<file path="src/rtl/ro_puf_pkg.sv">
// Shared types and default constants for the RO-PUF measurement stage.
package ro_puf_pkg;

    typedef enum logic [1:0] {
        IDLE    = 2'd0,
        SETTLE  = 2'd1,
        MEASURE = 2'd2,
        COMPARE = 2'd3
    } state_t;

    localparam int DEF_CNT_W         = 16;
    localparam int DEF_WINDOW_CYCLES = 1024;
    localparam int DEF_SETTLE_CYCLES = 4;

    // Larger of two integers, used to size the shared cycle timer.
    function automatic int max_int(input int a, input int b);
        return (a > b) ? a : b;
    endfunction

endpackage

</file>
<file path="src/rtl/ro_edge_counter.sv">
// Synchronises one ring-oscillator output, detects its rising edges and
// counts them in a saturating counter while count_en is high.
module ro_edge_counter
    import ro_puf_pkg::*;
#(
    parameter int CNT_W = DEF_CNT_W
) (
    input  logic             clk,
    input  logic             rst_n,
    input  logic             ro_in,
    input  logic             clear,
    input  logic             count_en,
    output logic [CNT_W-1:0] count
);

    localparam logic [CNT_W-1:0] CNT_ZERO = {CNT_W{1'b0}};
    localparam logic [CNT_W-1:0] CNT_ONE  = {{(CNT_W-1){1'b0}}, 1'b1};
    localparam logic [CNT_W-1:0] CNT_MAX  = {CNT_W{1'b1}};

    logic             sync1_r;
    logic             sync2_r;
    logic             sync3_r;
    logic             rise_s;
    logic [CNT_W-1:0] count_r;

    // Two-flop synchroniser plus one history flop for edge detection.
    always_ff @(posedge clk or negedge rst_n) begin
        if (!rst_n) begin
            sync1_r <= 1'b0;
            sync2_r <= 1'b0;
            sync3_r <= 1'b0;
        end else begin
            sync1_r <= ro_in;
            sync2_r <= sync1_r;
            sync3_r <= sync2_r;
        end
    end

    // Rising edge seen on the synchronised oscillator signal.
    always_comb begin
        rise_s = sync2_r & ~sync3_r;
    end

    // Saturating edge counter; holds at all-ones instead of wrapping.
    always_ff @(posedge clk or negedge rst_n) begin
        if (!rst_n) begin
            count_r <= CNT_ZERO;
        end else if (clear) begin
            count_r <= CNT_ZERO;
        end else if (count_en && rise_s && (count_r != CNT_MAX)) begin
            count_r <= count_r + CNT_ONE;
        end else begin
            count_r <= count_r;
        end
    end

    assign count = count_r;

endmodule

</file>
<file path="src/rtl/ro_pair_comparator.sv">
// Enables an oscillator pair, counts each one's edges over a fixed window
// after a settling period, and registers which one was faster.
module ro_pair_comparator
    import ro_puf_pkg::*;
#(
    parameter int CNT_W         = DEF_CNT_W,
    parameter int WINDOW_CYCLES = DEF_WINDOW_CYCLES,
    parameter int SETTLE_CYCLES = DEF_SETTLE_CYCLES
) (
    input  logic             clk,
    input  logic             rst_n,
    input  logic             start,
    input  logic             ro_a,
    input  logic             ro_b,
    output logic             ro_en,
    output logic             busy,
    output logic             done,
    output logic             response,
    output logic             tie,
    output logic [CNT_W-1:0] count_a,
    output logic [CNT_W-1:0] count_b
);

    localparam int TMR_W = $clog2(max_int(WINDOW_CYCLES, SETTLE_CYCLES) + 1);

    localparam logic [TMR_W-1:0] TMR_ZERO    = {TMR_W{1'b0}};
    localparam logic [TMR_W-1:0] TMR_ONE     = {{(TMR_W-1){1'b0}}, 1'b1};
    localparam logic [TMR_W-1:0] SETTLE_LAST = TMR_W'(SETTLE_CYCLES - 1);
    localparam logic [TMR_W-1:0] WINDOW_LAST = TMR_W'(WINDOW_CYCLES - 1);
    localparam logic [CNT_W-1:0] CNT_ZERO    = {CNT_W{1'b0}};

    state_t           state_r;
    logic [TMR_W-1:0] timer_r;
    logic             ro_en_r;
    logic             busy_r;
    logic             done_r;
    logic             response_r;
    logic             tie_r;
    logic [CNT_W-1:0] count_a_r;
    logic [CNT_W-1:0] count_b_r;

    logic             clear_s;
    logic             count_en_s;
    logic [CNT_W-1:0] work_a_s;
    logic [CNT_W-1:0] work_b_s;

    // Working counters clear on the accepted start and only count in MEASURE.
    always_comb begin
        clear_s    = (state_r == IDLE) && start;
        count_en_s = (state_r == MEASURE);
    end

    ro_edge_counter #(.CNT_W(CNT_W)) u_cnt_a (
        .clk      (clk),
        .rst_n    (rst_n),
        .ro_in    (ro_a),
        .clear    (clear_s),
        .count_en (count_en_s),
        .count    (work_a_s)
    );

    ro_edge_counter #(.CNT_W(CNT_W)) u_cnt_b (
        .clk      (clk),
        .rst_n    (rst_n),
        .ro_in    (ro_b),
        .clear    (clear_s),
        .count_en (count_en_s),
        .count    (work_b_s)
    );

    // Measurement sequencer with cycle timer and registered result outputs.
    always_ff @(posedge clk or negedge rst_n) begin
        if (!rst_n) begin
            state_r    <= IDLE;
            timer_r    <= TMR_ZERO;
            ro_en_r    <= 1'b0;
            busy_r     <= 1'b0;
            done_r     <= 1'b0;
            response_r <= 1'b0;
            tie_r      <= 1'b0;
            count_a_r  <= CNT_ZERO;
            count_b_r  <= CNT_ZERO;
        end else begin
            done_r <= 1'b0;
            case (state_r)
                IDLE: begin
                    if (start) begin
                        state_r <= SETTLE;
                        timer_r <= TMR_ZERO;
                        ro_en_r <= 1'b1;
                        busy_r  <= 1'b1;
                    end else begin
                        ro_en_r <= 1'b0;
                        busy_r  <= 1'b0;
                    end
                end
                SETTLE: begin
                    if (timer_r == SETTLE_LAST) begin
                        state_r <= MEASURE;
                        timer_r <= TMR_ZERO;
                    end else begin
                        timer_r <= timer_r + TMR_ONE;
                    end
                end
                MEASURE: begin
                    if (timer_r == WINDOW_LAST) begin
                        state_r <= COMPARE;
                        timer_r <= TMR_ZERO;
                        ro_en_r <= 1'b0;
                    end else begin
                        timer_r <= timer_r + TMR_ONE;
                    end
                end
                COMPARE: begin
                    state_r    <= IDLE;
                    busy_r     <= 1'b0;
                    done_r     <= 1'b1;
                    count_a_r  <= work_a_s;
                    count_b_r  <= work_b_s;
                    response_r <= (work_a_s > work_b_s);
                    tie_r      <= (work_a_s == work_b_s);
                end
                default: begin
                    state_r <= IDLE;
                    timer_r <= TMR_ZERO;
                    ro_en_r <= 1'b0;
                    busy_r  <= 1'b0;
                end
            endcase
        end
    end

    assign ro_en    = ro_en_r;
    assign busy     = busy_r;
    assign done     = done_r;
    assign response = response_r;
    assign tie      = tie_r;
    assign count_a  = count_a_r;
    assign count_b  = count_b_r;

endmodule

</file>
<file path="config.mk">
export PLATFORM = sky130hd
export DESIGN_NAME = ro_pair_comparator
export DESIGN_NICKNAME = d
export VERILOG_FILES = /design/src/rtl/ro_puf_pkg.sv /design/src/rtl/ro_edge_counter.sv /design/src/rtl/ro_pair_comparator.sv
export SDC_FILE = /design/constraint.sdc
export NUM_CORES = 1
export LEC_CHECK = 0
export CAP_MARGIN = 20
export CORE_ASPECT_RATIO = 0.6
export CORE_MARGIN = 4
export CORE_UTILIZATION = 57
export DETAILED_ROUTE_END_ITERATION = 8
export HOLD_SLACK_MARGIN = 0.15
export PLACE_DENSITY = 0.9
export SLEW_MARGIN = 20
export SYNTH_ARGS = -nofsm -noshare
export SYNTH_HDL_FRONTEND = slang
export SYNTH_SLANG_ARGS = --single-unit
</file>
<file path="constraint.sdc">
create_clock -name clk -period 2.2 [get_ports clk]
set_input_delay 0.22 -clock clk [delete_from_list [all_inputs] [get_ports clk]]
set_output_delay 0.22 -clock clk [all_outputs]
set_load 0.005 [all_outputs]
</file>
==> impl_metrics.env <==
export IMPL_cts_tree="built"
export IMPL_postSynthAreaPerCell_um2=10.8
export IMPL_drtIter0Drc=293
export IMPL_end_kind="register"
export IMPL_dp_cells=551
export IMPL_cp_arrival_ps=2330
export IMPL_combPwrFrac_pct=1.4
export IMPL_dp_hpwl_um=7110
export IMPL_switching_share_pct=19.2
export IMPL_seq_area_um2=2200
export IMPL_p_seq_share_pct=49.0
export IMPL_fmax_mhz=485
export IMPL_ioPinCount=42
export IMPL_antennaDiodeCount=0
export IMPL_utilization_pct=72.0
export IMPL_clock_sinks=88
export IMPL_start_util_pct=59.5
export IMPL_cap_violations=0
export IMPL_rsz0062_at_grt="no"
export IMPL_p_sw_mw=0.639
export IMPL_h_tree_depth=3
export IMPL_timing_setup_tns_ps=0
export IMPL_fin_cells=567
export IMPL_cts_root_buf="clkbuf_16"
export IMPL_hold_class="in2reg"
export IMPL_finalPower_mw=3.32
export IMPL_intPower_mw=2.69
export IMPL_status="complete, no violations"
export IMPL_grt_first_pass_wirelength_um=17400
export IMPL_rows=24
export IMPL_power_static_leakage_nw=2.44
export IMPL_placed_area_um2=4980
export IMPL_dp_slack_ps=110
export IMPL_drc=0
export IMPL_vias_per_cell=5.88
export IMPL_synth_cell_types=48
export IMPL_yosys_warnings=0
export IMPL_holdWs_ps=316
export IMPL_slew_violations=0
export IMPL_grt_pass1_vias=3421
export IMPL_ir_drop_v=0.000555
export IMPL_worstPathMaxFanout=7
export IMPL_synth_fp_nets=436
export IMPL_finalCriticalPeriod_ps=2060
export IMPL_cts_buffers=9
export IMPL_clock_latency_ps=340
export IMPL_tightest_slew_ps=644
export IMPL_fin_skew_ps=5.13
export IMPL_wire_per_inst_um=17.4
export IMPL_vias=3332
export IMPL_clk_pin_slew_ps=60
export IMPL_fillerInstances=542
export IMPL_grt_ovfl_total=0
export IMPL_power_density_nw_per_um2=625
export IMPL_multi_input_area_um2=2080
export IMPL_die_w_um=121
export IMPL_setup_viol=0
export IMPL_die_h_um=76.0
export IMPL_gp_congestion=0.873
export IMPL_finalCritPeriodShare_pct=93.8
export IMPL_port_buffers=41
export IMPL_hold_violations=0
export IMPL_dr_pass1_iters=4
export IMPL_ys_flop_type="dfrtp_1"
export IMPL_final_area_um2=5320
export IMPL_synth_edff_count=0
export IMPL_grtUsageTotal_pct=23.8
export IMPL_nNetsFinal=488
export IMPL_cp_start_kind="register"
export IMPL_critPathRequiredTime_ps=2470
export IMPL_area_growth_pct=21.0
export IMPL_clock_path_buffers=2
export IMPL_max_slew_margin_pct=56.7
export IMPL_synth_seq_cells=88
export IMPL_synthCells=407
export IMPL_grt_antenna_before_repair=0
export IMPL_clkPwrFrac_pct=49.7
export IMPL_core_area_um2=7390
export IMPL_drt_wl_total_um=9860
export IMPL_die_area_um2=9230
export IMPL_ant_nets=0
export IMPL_grt_max_degree=40
export IMPL_worstSetupPathType="reg2reg"
export IMPL_drive_gt1_share_pct=14.7
export IMPL_seq_area_frac_synth_pct=50.1
export IMPL_setup_slack_ps=136
export IMPL_synth_cell_area_um2=4400
export IMPL_async_flop_share_pct=100
-- power groups by stage --
stage               sequential [mW]  combinational [mW]  clock [mW]
floorplan                      1.66             0.00118           0
global placement               1.66              0.0455           0
detailed placement             1.66              0.0467           0
CTS                            1.63              0.0483        1.67
global route                   1.63              0.0537        1.75
finish                         1.63              0.0458        1.65
-- logic make-up after synthesis --
| kind of cell | synth area share [%] |
|---|---|
| AO/OA/AOI/OAI | 6.58 |
| multiplexers | 9.02 |
| adder cells (fa/ha/maj) | 6.83 |
| AND/OR/NAND/NOR | 19.2 |
| buffers and inverters | 2.65 |
| flip-flops | 50.1 |
| XOR/XNOR | 5.58 |
-- timing repair --
item | 4_1_cts | 5_1_grt
gates resized for setup | 0 | 2
setup endpoints to repair | 0 | 9
hold endpoints to repair | 32 | 0
hold buffers | 1 | 0
buffers inserted | 0 | 0
-- synth_stat cells, drive strengths merged, types with 2 or more instances --
cell	n	area, um^2
a211oi	3	22.5
a21o	4	30.0
a21oi	17	85.1
a22o	3	26.3
a31oi	2	12.5
and2	2	12.5
and3	4	25.0
buf	2	7.51
clkbuf	7	26.3
dfrtp	88	2200
ha	24	300
inv	22	82.6
mux2	34	387
nand2	22	82.6
nand2b	2	12.5
nand3	21	110
nand3b	2	18.8
nand4	14	87.6
nor2	37	141
nor2b	5	31.3
nor3	12	60.1
nor3b	2	15.0
nor4	14	109
nor4b	3	41.3
o21ai	15	78.8
o31ai	2	15.0
or2	3	18.8
or3	4	30.0
or4	3	22.5
xnor2	26	228
xor2	2	17.5
-- cells in the final DEF, fill, tap and decap left out, types with 2 or more instances in the layout --
cell type,n
nand2b_1,2
nand3_1,20
or3_1,3
a21o_1,4
buf_4,7
clkbuf_8,2
dfrtp_1,87
xnor2_1,26
or2_1,2
xor2_1,2
o21ai_0,8
nor3_1,12
nor2_1,36
or4_1,3
a21oi_1,17
and3_1,4
inv_1,22
nor4b_1,2
nor2b_1,5
o31ai_1,2
clkbuf_16,9
o21ai_1,6
bufinv_16,2
a31oi_1,2
a211oi_1,3
nor3b_1,2
buf_12,2
a22o_1,3
mux2_2,33
nand2_1,22
ha_1,23
nand4_1,14
clkdlybuf4s50_1,40
nor4_1,12
and2_1,2
-- path summary, 6_finish.rpt --
| check | startpoint | to | slack, ps | cells after the start |
|---|---|---|---|---|
| worst max-delay path | state_r[0]$_DFFE_PN0P_ | u_cnt_b.count[15]$_DFFE_PN0P_ | 140 | 7 |
| worst min-delay path | ro_b | u_cnt_b.sync1_r$_DFF_PN0_ | 320 | 1 |
| worst max register to register | state_r[0]$_DFFE_PN0P_ | u_cnt_b.count[15]$_DFFE_PN0P_ | 140 | 7 |
| worst min register to register | u_cnt_b.sync1_r$_DFF_PN0_ | u_cnt_b.sync2_r$_DFF_PN0_ | 350 | 0 |
| max in group asynchronous | rst_n | count_a[13]$_DFFE_PN0P_ | 1220 | 3 |
| min in group asynchronous | rst_n | ro_en$_DFFE_PN0P_ | 380 | 2 |
-- worst max-delay path: stages, from the launching register on --
cell	delay [ps]
dfrtp_1	420
inv_1	130
ha_2	270
nand3b_2	170
nor4_4	300
nand2_1	130
or4_1	420
a21oi_1	150
-- sequential cells by signal (all words and copies together) (netlist names), 2 cells and up --
signal / cells
count_a: 16
u_cnt_b.count: 16
state_r: 2
timer_r: 11
count_b: 16
u_cnt_a.count: 16
-- per-layer routing --
layer,share of wire (%),routed length [um],global-route usage [%],vias up
met4,1.5,146,7.94,0
li1,-,-,-,1561
met1,47,4660,34.8,1645
met5,0,0,0,-
met3,6.7,665,7.49,16
met2,44,4390,33.7,110
-- layout make-up --
cell class / instances / area share (%)
clock buffers: 12 / 4.82
clock inverters: 3 / 1.22
inverters: 22 / 1.55
multi-input cells: 288 / 39.1
flip-flops and latches: 88 / 41.4
well taps: 104 / 2.45
repair buffers: 50 / 9.45
Note: power is estimated with default switching activity, not from simulation.
